`src/rtl/fb_pkg.sv`:
```
// Shared 640x480@60 raster constants, types and helpers for the framebuffer
// read (scan-out) and write-address paths.
package fb_pkg;

  // Horizontal timing in pixel clocks
  localparam int H_ACTIVE = 640;
  localparam int H_FP     = 16;
  localparam int H_SYNC   = 96;
  localparam int H_BP     = 48;
  localparam int H_SYNC_START = H_ACTIVE + H_FP;
  localparam int H_SYNC_END   = H_SYNC_START + H_SYNC;
  localparam int H_TOTAL      = H_SYNC_END + H_BP;      // 800

  // Vertical timing in lines
  localparam int V_ACTIVE = 480;
  localparam int V_FP     = 10;
  localparam int V_SYNC   = 2;
  localparam int V_BP     = 33;
  localparam int V_SYNC_START = V_ACTIVE + V_FP;
  localparam int V_SYNC_END   = V_SYNC_START + V_SYNC;
  localparam int V_TOTAL      = V_SYNC_END + V_BP;      // 525

  localparam int H_CNT_W   = 10;
  localparam int V_CNT_W   = 10;
  localparam int FB_ADDR_W = 19;
  localparam int COLOR_W   = 6;

  // Test-pattern bars are 80 pixels wide, eight across the active line
  localparam int BAR_W = 80;

  typedef enum logic {
    ST_IDLE = 1'b0,
    ST_RUN  = 1'b1
  } scan_state_t;

  // Video control bits travelling down the output pipeline
  typedef struct packed {
    logic hsync;
    logic vsync;
    logic de;
  } sync_t;

  localparam sync_t SYNC_IDLE = '{hsync: 1'b1, vsync: 1'b1, de: 1'b0};

  // Bar number x/80 by comparison, since 80 is not a power of two
  function automatic logic [2:0] bar_index(input logic [H_CNT_W-1:0] x);
    logic [2:0] idx;
    idx = '0;
    for (int i = 1; i < 8; i++) begin
      if (x >= H_CNT_W'(i * BAR_W)) idx = 3'(i);
    end
    return idx;
  endfunction

  // Each bar-index bit drives both bits of one colour channel
  function automatic logic [COLOR_W-1:0] bar_colour(input logic [2:0] b);
    return {b[2], b[2], b[1], b[1], b[0], b[0]};
  endfunction

endpackage

```
`src/rtl/vga_timing_gen.sv`:
```
// Raster position counters with raw (un-pipelined) sync and active flags.
// Counters advance only while i_advance is high and sit at 0,0 otherwise.
module vga_timing_gen
  import fb_pkg::*;
(
  input  logic               clk,
  input  logic               rst,
  input  logic               i_advance,
  output logic [H_CNT_W-1:0] o_h_cnt,
  output logic [V_CNT_W-1:0] o_v_cnt,
  output logic               o_h_active,
  output logic               o_v_active,
  output logic               o_hsync_n,
  output logic               o_vsync_n,
  output logic               o_h_wrap,
  output logic               o_frame_end
);

  localparam logic [H_CNT_W-1:0] H_LAST   = H_CNT_W'(H_TOTAL - 1);
  localparam logic [V_CNT_W-1:0] V_LAST   = V_CNT_W'(V_TOTAL - 1);
  localparam logic [H_CNT_W-1:0] H_ACT    = H_CNT_W'(H_ACTIVE);
  localparam logic [V_CNT_W-1:0] V_ACT    = V_CNT_W'(V_ACTIVE);
  localparam logic [H_CNT_W-1:0] H_SYNC_S = H_CNT_W'(H_SYNC_START);
  localparam logic [H_CNT_W-1:0] H_SYNC_E = H_CNT_W'(H_SYNC_END);
  localparam logic [V_CNT_W-1:0] V_SYNC_S = V_CNT_W'(V_SYNC_START);
  localparam logic [V_CNT_W-1:0] V_SYNC_E = V_CNT_W'(V_SYNC_END);

  logic [H_CNT_W-1:0] r_h_cnt;
  logic [V_CNT_W-1:0] r_v_cnt;

  // Raster counters: h every clock, v on h wrap, both parked at 0 when idle
  // NOTE: state registers use non-blocking (<=) so every flop samples the
  // pre-edge value of its neighbours regardless of statement order.
  always_ff @(posedge clk or posedge rst) begin
    if (rst) begin
      r_h_cnt <= '0;
      r_v_cnt <= '0;
    end else if (!i_advance) begin
      r_h_cnt <= '0;
      r_v_cnt <= '0;
    end else if (r_h_cnt == H_LAST) begin
      r_h_cnt <= '0;
      r_v_cnt <= (r_v_cnt == V_LAST) ? '0 : r_v_cnt + 1'b1;
    end else begin
      r_h_cnt <= r_h_cnt + 1'b1;
    end
  end

  assign o_h_cnt     = r_h_cnt;
  assign o_v_cnt     = r_v_cnt;
  assign o_h_active  = (r_h_cnt < H_ACT);
  assign o_v_active  = (r_v_cnt < V_ACT);
  assign o_hsync_n   = !((r_h_cnt >= H_SYNC_S) && (r_h_cnt < H_SYNC_E));
  assign o_vsync_n   = !((r_v_cnt >= V_SYNC_S) && (r_v_cnt < V_SYNC_E));
  assign o_h_wrap    = (r_h_cnt == H_LAST);
  assign o_frame_end = (r_h_cnt == H_LAST) && (r_v_cnt == V_LAST);

endmodule

```
`src/rtl/fb_scanout.sv`:
```
// Framebuffer scan-out for 640x480: run/idle control, multiplier-free read
// addressing and a 2-stage output pipeline aligning sync with pixel data.
// Optional build macro FB_SCANOUT_TEST_PATTERN_EN adds a test_mode input
// that replaces framebuffer colour with eight vertical colour bars.
module fb_scanout
  import fb_pkg::*;
(
  input  logic                 clk,
  input  logic                 rst,
  input  logic                 enable,
`ifdef FB_SCANOUT_TEST_PATTERN_EN
  input  logic                 test_mode,
`endif
  output logic                 fb_rd_en,
  output logic [FB_ADDR_W-1:0] fb_rd_addr,
  input  logic [COLOR_W-1:0]   fb_rd_data,
  output logic                 hsync,
  output logic                 vsync,
  output logic                 de,
  output logic [COLOR_W-1:0]   rgb_out,
  output logic                 busy,
  output logic                 frame_done
);

  localparam logic [FB_ADDR_W-1:0] LINE_STEP = FB_ADDR_W'(H_ACTIVE);
  localparam logic [V_CNT_W-1:0]   V_LAST_ACT = V_CNT_W'(V_ACTIVE - 1);

  scan_state_t          r_state;
  logic                 r_busy;
  logic [H_CNT_W-1:0]   w_h_cnt;
  logic [V_CNT_W-1:0]   w_v_cnt;
  logic                 w_h_active;
  logic                 w_v_active;
  logic                 w_hsync_n;
  logic                 w_vsync_n;
  logic                 w_h_wrap;
  logic                 w_frame_end;
  logic                 w_running;
  logic                 w_visible;
  logic                 w_rd_en;
  logic [FB_ADDR_W-1:0] r_line_base;
  logic [FB_ADDR_W-1:0] r_addr_hold;
  logic [FB_ADDR_W-1:0] w_addr;
  sync_t                r_s1;
  sync_t                r_s2;
  logic [COLOR_W-1:0]   r_rgb;
  logic [COLOR_W-1:0]   w_colour;

  assign w_running = (r_state == ST_RUN);

  vga_timing_gen u_timing (
    .clk         (clk),
    .rst         (rst),
    .i_advance   (w_running),
    .o_h_cnt     (w_h_cnt),
    .o_v_cnt     (w_v_cnt),
    .o_h_active  (w_h_active),
    .o_v_active  (w_v_active),
    .o_hsync_n   (w_hsync_n),
    .o_vsync_n   (w_vsync_n),
    .o_h_wrap    (w_h_wrap),
    .o_frame_end (w_frame_end)
  );

  // Run control: start on enable, stop only at the last pixel of a frame
  always_ff @(posedge clk or posedge rst) begin
    if (rst) begin
      r_state <= ST_IDLE;
      r_busy  <= 1'b0;
    end else begin
      unique case (r_state)
        ST_IDLE: if (enable) begin
          r_state <= ST_RUN;
          r_busy  <= 1'b1;
        end
        ST_RUN: if (w_frame_end && !enable) begin
          r_state <= ST_IDLE;
          r_busy  <= 1'b0;
        end
        default: begin
          r_state <= ST_IDLE;
          r_busy  <= 1'b0;
        end
      endcase
    end
  end

  assign busy       = r_busy;
  assign frame_done = w_running & w_frame_end;
  assign w_visible  = w_running & w_h_active & w_v_active;

  // Line base steps by one line width per visible line, reset at frame wrap
  always_ff @(posedge clk or posedge rst) begin
    if (rst) begin
      r_line_base <= '0;
    end else if (!w_running || (w_h_wrap && w_frame_end)) begin
      r_line_base <= '0;
    end else if (w_h_wrap && (w_v_cnt < V_LAST_ACT)) begin
      r_line_base <= r_line_base + LINE_STEP;
    end
  end

  assign w_addr     = r_line_base + FB_ADDR_W'(w_h_cnt);
  // Outside visible pixels the last issued address is held
  assign fb_rd_addr = w_rd_en ? w_addr : r_addr_hold;
  assign fb_rd_en   = w_rd_en;

  // Remember the last address so it can be held during blanking
  always_ff @(posedge clk or posedge rst) begin
    if (rst) r_addr_hold <= '0;
    else     r_addr_hold <= fb_rd_addr;
  end

`ifdef FB_SCANOUT_TEST_PATTERN_EN
  logic       r_pat1;
  logic [2:0] r_bar1;

  assign w_rd_en = w_visible & ~test_mode;

  // Carry the pattern select and bar number alongside the memory read
  always_ff @(posedge clk or posedge rst) begin
    if (rst) begin
      r_pat1 <= 1'b0;
      r_bar1 <= '0;
    end else begin
      r_pat1 <= test_mode;
      r_bar1 <= bar_index(w_h_cnt);
    end
  end

  assign w_colour = r_pat1 ? bar_colour(r_bar1) : fb_rd_data;
`else
  assign w_rd_en  = w_visible;
  assign w_colour = fb_rd_data;
`endif

  // Stage 1: control bits wait while the framebuffer returns data
  always_ff @(posedge clk or posedge rst) begin
    if (rst) r_s1 <= SYNC_IDLE;
    else     r_s1 <= '{hsync: w_hsync_n, vsync: w_vsync_n, de: w_visible};
  end

  // Stage 2: register sync with the pixel colour, blanking outside de
  always_ff @(posedge clk or posedge rst) begin
    if (rst) begin
      r_s2  <= SYNC_IDLE;
      r_rgb <= '0;
    end else begin
      r_s2  <= r_s1;
      r_rgb <= r_s1.de ? w_colour : '0;
    end
  end

  assign hsync   = r_s2.hsync;
  assign vsync   = r_s2.vsync;
  assign de      = r_s2.de;
  assign rgb_out = r_rgb;

endmodule

```
`config.mk`:
```
export PLATFORM = sky130hd
export DESIGN_NAME = fb_scanout
export DESIGN_NICKNAME = d
export VERILOG_FILES = /design/src/rtl/fb_pkg.sv /design/src/rtl/vga_timing_gen.sv /design/src/rtl/fb_scanout.sv
export SDC_FILE = /design/constraint.sdc
export NUM_CORES = 1
export LEC_CHECK = 0
export ABC_AREA = 1
export CORE_MARGIN = 2
export CORE_UTILIZATION = 32
export CTS_CLUSTER_DIAMETER = 30
export DETAILED_ROUTE_END_ITERATION = 16
export GPL_ROUTABILITY_DRIVEN = 0
export HOLD_SLACK_MARGIN = 0.03
export PLACE_DENSITY_LB_ADDON = 0.05
export SLEW_MARGIN = 25
export SYNTH_ARGS = -nofsm -noshare
export SYNTH_HDL_FRONTEND = slang
export SYNTH_SLANG_ARGS = --single-unit
export TNS_END_PERCENT = 100
```
`constraint.sdc`:
```
create_clock -name clk -period 2 [get_ports clk]
set_input_delay 0.3 -clock clk [delete_from_list [all_inputs] [get_ports clk]]
set_output_delay 0.3 -clock clk [all_outputs]
set_load 0.03 [all_outputs]
```
==> flow_summary.yaml <==
outcome:
  outcome: "finished, violations left"
  failed_checks: "negative setup slack"
floorplanning:
  core_mm2: 0.0108
  top_level_ports: 40
  fp.dieArea_mm2: 0.0120
  start_util_pct: 32.8
  die_h_um: 109
  die_w_um: 109
  rows: 38
yosys:
  synthFlopType: "dfrtp_1"
  yosys_register_bits: 65
  netlist_area_mm2: 0.00356
  synth_top_family_by_area: "simple AND/OR/NAND/NOR gates"
  synth_adder_area_share_pct: 3.16
  synth_compound_area_share_pct: 5.52
  synth_cells: 451
  synth-seq-area-share_pct: 45.8
  syn_nets: 469
  synth_edf_count: 0
  ys_warn_count: 0
  avgSynthCellArea_um2: 7.90
  synthDistinctLibCells: 36
  synthSimpleGateAreaFrac_pct: 33.6
  muxShareOfSynthArea_pct: 0
  synth_xor_area_share_pct: 3.20
  async_flop_share_pct: 100
place:
  portBuffers: 39
  dp_hpwl_um: 6070
  place_ws_ps: 47.9
  placed_area_mm2: 0.00418
global_route:
  antenna_found_initial: 0
  grt_max_degree: 66
  first_global_vias: 3053
  grt_use_total_pct: 16.0
  grt_pass1_wl_um: 14800
  grt-ovfl-total: 0
route:
  wire_per_inst_um: 13.0
  vias: 3113
  ant_nets: 0
  dr.first_iter.drc_count: 127
  finalWirelength_um: 8810
  drtPass1Iterations: 4
  vias_per_cell: 4.61
  route.detailed.drc: 0
pwr:
  sequentialPowerShare_pct: 41.4
  combinationalPowerShare_pct: 28.7
  pwr-share-clk_pct: 29.9
  leakagePower_nw: 2.40
  p_int_mw: 2.54
  ir_drop_mv: 0.781
  switching_share_pct: 33.1
  p_per_area_mw_per_mm2: 774
  p_switching_mw: 1.26
  total_power_mw: 3.80
clock_network:
  cts_buffers: 9
  cts_tree: "done"
  clock_path_buffers: 2
  cts.sinks: 65
  cts_htree_levels: 3
  insertion_delay_ps: 340
  path_clk_slew_ps: 80
  cts-root-buf: "clkbuf_8"
layout:
  final_area_mm2: 0.00491
  multiInputGateArea_mm2: 0.00192
  register_area_mm2: 0.00163
  layout-drive-gt1-share_pct: 31.0
  n_antenna_cell: 0
  finalNetCount: 549
  n_fill_cell: 1121
  final_common_cell: "nand2_1"
  area_growth_pct: 37.8
  most-common-layout-cells: "nand2_1, dfrtp_1, inv_1, nand3_1, buf_4"
worst_setup_path:
  r2r_start: "u_timing.o_v_cnt[1]"
  reg2regPathDepth: 10
  path_buf_inv: 2
  arrival_ps: 1890
  max_stage_delay_ps: 420
  worstSetupPathDepth: 11
  cp-start-kind: "flop"
  path_max_fanout: 7
  path_class: "flop to output pin"
  regToRegSetupSlack_ps: 200
  crit_slowest_cell: "dfrtp_1"
  required_ps: 1700
  cp-end-kind: "output pin"
  crit_family: "simple AND/OR/NAND/NOR gates"
  r2r_end: "r_state"
  worstPathCellList: "ha_4, nand2_4, nand2_4, nand2_2, nand2_2, inv_2, nand2_4, nand3_1, nand3_2, nand2_2, buf_6"
timing:
  hold_violations: 0
  finalSetupViolations: 20
  min_period_ps: 2190
  finalWorstSetupSlack_ps: -194
  rsz0062_at_grt: "true"
  slew_violations: 0
  fin_setup_tns_ps: -2190
  fmax_mhz: 456
  clock_skew_ps: 8.15
  fin_crit_sh_pct: 110
run:
  cap_violations: 0
min_path:
  hold_path_class: "input pin to asynchronous set/reset pin"
metal layers:
metal / up-vias / GRT usage (%) / part of all wire, %
li1: 1588 / - / -
met1: 1481 / 21.7 / 50
met2: 40 / 25.1 / 46
met3: 4 / 5.22 / 3.6
met4: 0 / 3.25 / 0.62
met5: - / 0 / 0
power groups by stage:
stage	Combinational, mW	Sequential (mW)	Clock, mW
2_1_floorplan	0.569	1.58	0
3_3_place_gp	0.857	1.59	0
3_5_place_dp	0.863	1.59	0
4_1_cts	1.03	1.56	1.19
5_1_grt	1.18	1.59	1.25
6_report	1.09	1.57	1.14
cell usage after synthesis (2+ instances only):
| cell | number | area share (%) |
|---|---|---|
| a21oi_1 | 6 | 0.84 |
| buf_2 | 4 | 0.56 |
| buf_6 | 7 | 2.2 |
| dfrtp_1 | 61 | 43 |
| dfstp_2 | 4 | 3.0 |
| ha_1 | 9 | 3.2 |
| inv_1 | 52 | 5.5 |
| nand2_1 | 136 | 14 |
| nand2_2 | 2 | 0.35 |
| nand2_4 | 2 | 0.63 |
| nand3_1 | 52 | 7.3 |
| nand3b_1 | 9 | 1.9 |
| nand4_1 | 6 | 1.1 |
| nor2_1 | 36 | 3.8 |
| nor2_2 | 3 | 0.53 |
| nor3_1 | 9 | 1.3 |
| o21ai_0 | 19 | 2.7 |
| o21ai_2 | 5 | 1.2 |
| xnor2_1 | 5 | 1.2 |
| xor2_1 | 8 | 2.0 |
worst register-to-register path, cell delays in order, from the launching register on:
cell and delay [ps]:
dfrtp_1 390, inv_2 70, ha_2 170, nand2_2 50
nor2_2 120, nand3_2 100, buf_4 150, buf_4 120
nand2_1 90, nand2_4 180, or2_1 260
final cells by class:
cell class	count	share of cell area [%]
clock buffer	11	2.88
clock inverter	5	1.12
inverter	54	4.21
multi-input combinational	320	39.0
sequential	65	33.3
tap	140	3.57
timing repair buffer	81	15.9
worst max-delay path by stage:
stage | startpoint | end | slack [ps]
finish | u_timing.o_h_cnt[8] | fb_rd_addr[12] | -190
global route | r_line_base[8] | fb_rd_addr[12] | -320
global placement | r_line_base[8] | fb_rd_addr[10] | 100
floorplan | u_timing.o_v_cnt[7] | fb_rd_addr[0] | -80
detailed placement | r_line_base[8] | fb_rd_addr[10] | 50
CTS | u_timing.o_h_cnt[8] | fb_rd_addr[12] | -210
timing repair:
action                     4_1_cts  5_1_grt
hold buffers                     0        0
resized for setup               69       44
setup endpoints to repair       21       21
buffers inserted                10        6
pin swaps                       14       21
flip-flops by register name (all words and copies together) (netlist names):
name	flops
r_state	1
r_s1	3
hsync	1
r_line_base	12
u_timing.o_h_cnt	10
rgb_out	6
busy	1
de	1
r_addr_hold	19
u_timing.o_v_cnt	10
vsync	1
stage by stage:
| step | util (%) | hold slack [ps] | cells |
|---|---|---|---|
| finish | 45.3 | 324 | 676 |
| global route | 45.3 | 358 | 676 |
| CTS | 43.4 | 345 | 670 |
| detailed placement | 38.6 | 347 | 644 |
| global placement | 38.6 | 346 | 644 |
| floorplan | - | 345 | 451 |
kinds of logic after synthesis:
group	count (synthesis)
XOR/XNOR	13
flip-flops	65
AO/OA/AOI/OAI	34
adder cells (fa/ha/maj)	9
AND/OR/NAND/NOR	263
other	1
buffers and inverters	66
(Power assumes the default switching activity.)
==> patch (same flow settings) <==
Add an input register stage for `enable`; this delays it by one clock. The other inputs are not delayed to match.
--- a/src/rtl/fb_scanout.sv
+++ b/src/rtl/fb_scanout.sv
@@ -25,4 +25,10 @@
   localparam logic [FB_ADDR_W-1:0] LINE_STEP = FB_ADDR_W'(H_ACTIVE);
   localparam logic [V_CNT_W-1:0]   V_LAST_ACT = V_CNT_W'(V_ACTIVE - 1);
+
+  logic enable_q;
+
+  always_ff @(posedge clk) begin
+    enable_q <= enable;
+  end
 
   scan_state_t          r_state;
@@ -70,9 +76,9 @@
     end else begin
       unique case (r_state)
-        ST_IDLE: if (enable) begin
+        ST_IDLE: if (enable_q) begin
           r_state <= ST_RUN;
           r_busy  <= 1'b1;
         end
-        ST_RUN: if (w_frame_end && !enable) begin
+        ST_RUN: if (w_frame_end && !enable_q) begin
           r_state <= ST_IDLE;
           r_busy  <= 1'b0;
Behaviour: not the same (a bounded check fails within 4 cycles, from zero or initial values and one cycle with rst high).
==> patch against the original RTL <==
The flow still finishes with violations (setup timing); final area is 6.0% higher; sequential cell count grew 1; die area up 1.8%; count of clock-buffer cells in the layout increased by 2; synthesized cell count grew 2.9%; worst setup slack better by 0.013 ns; sequential power is 4% higher; power grew 11%; clock power grew 34%; area after synthesis increased by 1.8%; global-route usage grew 0.091 points; maximum frequency increased by 0.60%; non-clock buffer count increased by 7; wire length up 7.2%; critical endpoint is now fb_rd_addr[10]; largest power group unchanged; highest routed layer unchanged.
==> patch: results (changes against the original RTL) <==
Placed design
  – Hpwl dp: 6210 µm (+2.3%)
  – Place WS: 0.0636 ns (+0.0157 ns)
  – I/O Buffers: 39 (unchanged)
  – Dpl cells: 652 (+1.2%)
  – Placed inst area: 4230 µm² (+1.2%)

Routing
  – 1st-iter DRT viols: 157 (+24%)
  – Routed WL: 9440 µm (+7.2%)

Status
  – Violated checks: setup timing
  – Status: finished, violations left

Yosys
  – Synth area leaders: dfrtp_1, nand2_1, nand3_1, inv_1, nor2_1
  – Synth cell count leaders: nand2_1, dfrtp_1, inv_1, nand3_1, nor2_1
  – Async SR Flop Fraction: 98.5% (-1.5 points)
  – Synthesized netlist cell count: 464 (+2.9%)
  – Distinct cells, synth: 37 (+2.8%)
  – Syn nets: 482 (+2.8%)

Critical path
  – CP top delay family: buffers and inverters
  – Maximum fanout along the worst path: 8 (+1)

GRT
  – Vias in the first global route: 3,213 (+5.2%)
  – Largest net degree at the start of global routing: 66 (unchanged)
  – Global-route wire length before repair: 16,000 µm (+7.5%)
  – GRT Overall Usage: 16.1% (+0.091 points)

Final layout
  – Final std cells w/o fill: 695 (+2.8%)
  – NumNets Final: 568 (+3.5%)
  – Layout cell share with drive strength beyond 1: 32.1% (+1.1 points)

STA
  – Endpoints failing setup: 20 (unchanged)
  – Slack of the critical path: -0.181 ns (+0.0131 ns)
  – Setup TNS: -1.98 ns (+0.217 ns)
  – Worst-case clock skew: 0.00392 ns (-0.00423 ns)

Clocking
  – Reg clk slew, reported paths: 0.05 ns (-0.03 ns)
  – Clk root buf: clkbuf_16

Power
  – Worst VDD drop: 0.737 mV (-5.7%)
  – Net Switching: 1.31 mW (+4.0%)

Min path
  – Hold crit path type: flip-flop to flip-flop
## patch: logic make-up after synthesis
logic type               count (synthesis)  share of synthesized area (%)
XOR/XNOR                                13                           3.14
other                                    1                          0.103
adder cells (fa/ha/maj)                  9                           3.11
AO/OA/AOI/OAI                           32                           5.11
AND/OR/NAND/NOR                        270                           33.7
buffers and inverters                   73                           9.32
flip-flops                              66                           45.5
## patch: repair_timing
item                                    in CTS  in global routing
endpoints found under the setup margin      21                 33
resized for setup                           56                 71
buffers inserted                            16                 12
cloned                                       2                  1
pin swaps                                   17                 31
## patch: worst paths after layout
check	startpoint	to	slack (ns)	cells after the start
max in group asynchronous	rst	vsync$_DFF_PP1_	1.31	3
worst min-delay path	r_s1[1]$_DFF_PP1_	vsync$_DFF_PP1_	0.35	0
worst max-delay path	u_timing.o_h_cnt[8]$_DFF_PP0_	fb_rd_addr[10]	-0.18	10
worst min register to register	r_s1[1]$_DFF_PP1_	vsync$_DFF_PP1_	0.35	0
min in group asynchronous	rst	r_addr_hold[10]$_DFF_PP0_	0.37	3
worst max register to register	u_timing.o_h_cnt[1]$_DFF_PP0_	r_line_base[10]$_DFFE_PP0P_	0.21	11
## patch: power groups by stage
stage               clock (mW)  combinational (mW)  sequential [mW]
floorplan                    0               0.547             1.60
global placement             0               0.789             1.63
detailed placement           0               0.793             1.64
CTS                       1.59               0.966             1.62
global route              1.65                1.16             1.65
finish                    1.53                1.07             1.63
## patch: worst register-to-register path: stages (launching register included)
cell,delay [ns]
dfrtp_1,0.36
ha_2,0.19
nand2_2,0.07
nor2_4,0.10
nand4_1,0.15
buf_4,0.17
buf_4,0.12
buf_4,0.13
nor2_4,0.10
buf_2,0.19
nand3b_1,0.09
nand2_1,0.07
## patch: area by class of cell
cell class              count  area, µm²
clock buffers              13        240
repair buffers             88        871
flip-flops and latches     66       1660
inverters                  60        228
fillers                  1099       5730
multi-input cells         325       1990
clock inverters             3       40.0
well taps                 140        175
## patch: through the flow
stage,hold slack (ns),utilization (%)
floorplan,0.328,-
global placement,0.345,38.7
detailed placement,0.347,38.7
CTS,0.352,44.6
global route,0.359,47.6
finish,0.355,47.6
## patch: layer usage
metal	track usage, %	vias to the layer above	share of wire [%]
li1	-	1643	-
met1	23.9	1608	50
met2	22.8	57	45
met3	5.05	5	4.4
met4	3.67	0	0.84
met5	0	-	0
